### src/rtl/down_counter_timer.sv
// down_counter_timer: loadable down-counter with one-shot/periodic terminal-count pulse.
// Ports: clk (falling-edge), reset (async low), enable, stop, load_valid/load_value/periodic
//   in; load_ready, busy, tc, count out.
module down_counter_timer #(
  parameter int N = 8
) (
  input  logic         clk,
  input  logic         reset,
  input  logic         enable,
  input  logic         stop,
  input  logic         load_valid,
  input  logic [N-1:0] load_value,
  input  logic         periodic,
  output logic         load_ready,
  output logic         busy,
  output logic         tc,
  output logic [N-1:0] count
);

  typedef enum logic {
    S_IDLE = 1'b0,
    S_RUN  = 1'b1
  } state_t;

  localparam logic [N-1:0] ONE = N'(1);

  state_t       r_state;
  logic [N-1:0] r_count;
  logic [N-1:0] r_reload;
  logic         r_mode;
  logic         r_tc;

  state_t       w_state;
  logic [N-1:0] w_count;
  logic [N-1:0] w_reload;
  logic         w_mode;
  logic         w_tc;

  always_ff @(negedge clk or negedge reset) begin
    if (!reset) begin
      r_state  <= S_IDLE;
      r_count  <= '0;
      r_reload <= '0;
      r_mode   <= 1'b0;
      r_tc     <= 1'b0;
    end else begin
      r_state  <= w_state;
      r_count  <= w_count;
      r_reload <= w_reload;
      r_mode   <= w_mode;
      r_tc     <= w_tc;
    end
  end

  always_comb begin
    w_state  = r_state;
    w_count  = r_count;
    w_reload = r_reload;
    w_mode   = r_mode;
    w_tc     = 1'b0;
    unique case (r_state)
      S_IDLE: begin
        if (load_valid) begin
          w_reload = load_value;
          w_count  = load_value;
          w_mode   = periodic;
          // A zero load expires on the spot and never enters RUN.
          if (load_value == '0) w_tc = 1'b1;
          else                  w_state = S_RUN;
        end
      end
      S_RUN: begin
        if (stop) begin
          w_state = S_IDLE;
        end else if (!enable) begin
          w_count = r_count;
        end else if (r_count == ONE) begin
          w_tc = 1'b1;
          if (r_mode) begin
            w_count = r_reload;
          end else begin
            w_count = '0;
            w_state = S_IDLE;
          end
        end else begin
          w_count = r_count - ONE;
        end
      end
      default: w_state = S_IDLE;
    endcase
  end

  assign load_ready = (r_state == S_IDLE);
  assign busy       = (r_state == S_RUN);
  assign tc         = r_tc;
  assign count      = r_count;

endmodule

### config.mk
export PLATFORM = sky130hd
export DESIGN_NAME = down_counter_timer
export DESIGN_NICKNAME = d
export VERILOG_FILES = /design/src/rtl/down_counter_timer.sv
export SDC_FILE = /design/constraint.sdc
export NUM_CORES = 1
export LEC_CHECK = 0
export ABC_AREA = 0
export ABC_CLOCK_PERIOD_IN_PS = 1700
export CAP_MARGIN = 10
export CORE_MARGIN = 4
export CORE_UTILIZATION = 40
export CTS_BUF_LIST = sky130_fd_sc_hd__clkbuf_8
export CTS_CLUSTER_DIAMETER = 40
export DETAILED_ROUTE_END_ITERATION = 12
export PLACE_DENSITY_LB_ADDON = 0.08
export RECOVER_POWER = 25
export SLEW_MARGIN = 20
export SYNTH_ARGS = -nofsm -noshare
export SYNTH_HDL_FRONTEND = slang
export SYNTH_SLANG_ARGS = --single-unit
export TNS_END_PERCENT = 5
### constraint.sdc
create_clock -name clk -period 1.7 [get_ports clk]
set_input_delay 0.34 -clock clk [delete_from_list [all_inputs] [get_ports clk]]
set_output_delay 0.34 -clock clk [all_outputs]
set_load 0.02 [all_outputs]
== Word-level counts from Yosys, hierarchy flattened ==
Cells that the tools add are included.

* Register bits: 19
* Latch bits: 0
* Memory bits (writable): 0
* Bits in read-only memories: 0
* Output and inout port bits: 11
* Memories: 0

* Add/sub/neg operators: 1
* Multiply operators: 0
* Div/mod/pow operators: 0
* Magnitude comparators: 0
* Eq/ne operators: 4
* Shift-type cells: 0
* Multiplexer cells: 19
* Bitwise operators: 1
* Reduce and logical (&&, ||, !) cells: 3

{| class="wikitable"
|+ Operators with widths
! cell !! count
|-
| 8-bit 2-to-1 mux || 5
|-
| 8-bit case mux with 2 select lines || 1
|-
| 1-bit 2-to-1 mux || 11
|-
| 8-bit by 1-bit == test with 1-bit output, second input constant || 1
|-
| 8-bit logical NOT || 1
|-
| 8-bit by 1-bit subtractor with 8-bit output, second input constant || 1
|-
| 2-bit inequality test, second input constant || 3
|-
| 1-bit case mux with 2 select lines || 2
|-
| 3-bit AND reduction || 1
|-
| 2-bit AND reduction || 1
|-
| 1-bit inverter || 1
|}

== Longest topological paths before layout ==
* Word-level depth: 5
* Mapped depth: 7

==> flow_summary.yaml <==
outcome:
  outcome: "finished with violations"
  violations: "setup timing"
drt:
  drt_iter0_markers: 62
  vias_per_cell: 5.652
  drc: 0
  avgRoutedWirePerCell_um: 16.30
  vias: 1170
  drt_pass1_iterations: 4
  drt.antenna.violating_nets: 0
  drt_wl_total_um: 3375
timing:
  setup-tns-final_ns: -4.811
  worst_slew_pin_slew_ns: 0.4622
  finalSetupViolCount: 29
  final_max_slew_viol_count: 0
  layout_setup_ws_ns: -0.3642
  slew_headroom_pct: 69.19
  hold_violations: 0
  rsz0062_at_grt: "true"
  finalClockSkew_ns: 0.003403
  fin_hold_ws_ns: 0.4326
place:
  gp_congestion: 0.9189
  io_buffers: 24
  hpwl_um: 2494
  placed_cells: 203
  dpl_worst_slack_ns: -0.8194
  placed_area_um2: 1564
power_and_ir_drop:
  internal_power_mw: 1.194
  p_sw_share_pct: 38.74
  power_density_nw_per_um2: 1167
  p_comb_share_pct: 50.0
  leakagePower_nw: 0.7897
  p_switching_mw: 0.7551
  seqPwrFrac_pct: 34.3
  peakVddDrop_mv: 0.7236
  power.share.clock_pct: 15.7
  total_power_mw: 1.949
worst_setup_path:
  critPathMaxFanout: 3
  rr_startpoint: "count[0]"
  path_delay_family: "flip-flops"
  worst-setup-path-type: "flop to output pin"
  slowest_stage: "dfrtn_1"
  max_stage_delay_ns: 0.43
  critical_path.startpoint_type: "flop"
  crit_chain: "buf_2"
  cp_data_arrival_time_ns: 1.72
  worstSetupEndpointType: "output pin"
  cp.required_ns: 1.36
  startpoint: "busy"
  cp_num_buf_inv: 1
die:
  die_x_um: 60.23
  ios: 25
  coreArea_um2: 2545
  die-area_um2: 3627
  initial_core_util_pct: 42.87
  die_h_um: 60.23
  core.rowCount: 18
cells_and_area:
  drive_gt1_share_pct: 35.03
  area_growth_pct: 53.10
  stdcell_area_um2: 1670
  nets: 194
  final_core_util_pct: 65.63
  stdcell_count: 207
  fillers: 232
  antenna_cells_inserted: 0
clock_tree:
  clk-insertion-delay-late_ns: 0.27
  cts_buffers: 3
  cts_sinks: 19
  ctsLongestPathBuffers: 2
  root_buffer: "clkbuf_8"
  cts_tree: "built"
  cts_setup_buffers: 0
  h-tree-depth: 1
  clk_pin_slew_ns: 0.05
job:
  drv_cap: 0
synth:
  netlist_instances: 127
  synth_largest_area_cell: "dfrtn_1"
  synth_area_leaders: "dfrtn_1 44%, nand2_1 11%, o21ai_0 4.1%"
  synthTopCellsByCount: "33 x nand2_1, 19 x dfrtn_1, 9 x o21ai_0"
  yosys_most_used_dff: "dfrtn_1"
  ys_types: 40
  avgSynthCellArea_um2: 8.591
  synth.most_common_cell: "nand2_1"
  synthDominantCellAreaShare_pct: 43.58
  ys_seq_elements: 19
  seq_area_frac_synth_pct: 43.58
  async_reset_ff_share_pct: 100.0
  syn_area_um2: 1091
  synth_edf_count: 0
  synthesis.nets: 143
  yosysWarnings: 0
min_path:
  hold_class: "flop to flop"
  worstHoldStart: "r_reload[2]"
grt:
  grt_pass1_wl_um: 5499
  grt_max_degree: 20
  antenna_found_initial: 0
  grt.total_usage_pct: 20.39
  grt_pass1_vias: 1190
  grt_overflow: 0
==> what timing repair did <==
item,4_1_cts,5_1_grt
endpoints found under the setup margin,30,30
pin swaps,10,5
resized for setup,102,4
hold buffers,0,0
==> area by class of cell <==
cell class	instances	area (µm²)	share of cell area [%]
well taps	30	37.54	2.247
clock buffers	3	41.29	2.472
clock inverters	1	3.754	0.2247
inverters	4	15.01	0.8989
repair buffers	53	455.4	27.27
flip-flops and latches	19	475.5	28.46
multi-input cells	97	641.9	38.43
==> final timing paths <==
path / cells past startpoint / end / slack (ns)
setup / recovery: 1 / busy / -0.36
hold / removal: 2 / r_reload[2] / 0.43
setup reg to reg: 6 / count[4] / -0.06
hold reg to reg: 2 / r_reload[2] / 0.43
max in group asynchronous: 2 / count[6] / 0.16
min in group asynchronous: 2 / busy / 1.21
==> layer usage <==
layer  wire length (µm)  vias up  share of wire (%)  GRT usage (%)
li1                   -      552                  -              -
met1               1373      562                 41          25.60
met2               1758       48                 52          33.80
met3                173        8                5.1          2.808
met4                 69        0                2.0          10.44
met5                  0        -                  0              0
==> state kept, by name, indices dropped and copies added, names as in the netlist <==
| name | count |
|---|---|
| r_reload | 8 |
| count | 8 |
| busy | 1 |
| r_mode | 1 |
| tc | 1 |
==> layout by cell type, fill, tap and decap left out, types with 3 or more instances in the layout <==
cell type	n
dfrtn_1	19
a21oi_1	5
buf_4	27
nor2_1	3
clkbuf_8	3
o21ai_1	5
nand2_1	32
or3_1	3
o21ai_0	4
inv_1	4
buf_2	3
dlygate4sd2_1	7
buf_6	12
==> cells by family after synthesis <==
| group | Yosys count | synth area share [%] |
|---|---|---|
| AND/OR/NAND/NOR | 60 | 27.87 |
| adder cells (fa/ha/maj) | 2 | 2.293 |
| AO/OA/AOI/OAI | 32 | 18.92 |
| XOR/XNOR | 2 | 1.606 |
| multiplexers | 1 | 0.9175 |
| buffers and inverters | 11 | 4.816 |
| flip-flops | 19 | 43.58 |
==> power by group through the flow <==
stage | clock [mW] | sequential, mW | combinational [mW]
floorplan | 0 | 0.766 | 0.342
global placement | 0 | 0.648 | 0.884
detailed placement | 0 | 0.655 | 0.904
CTS | 0.311 | 0.662 | 0.963
global route | 0.334 | 0.681 | 1.05
finish | 0.306 | 0.668 | 0.975
Power figures use the tool's default switching activity.
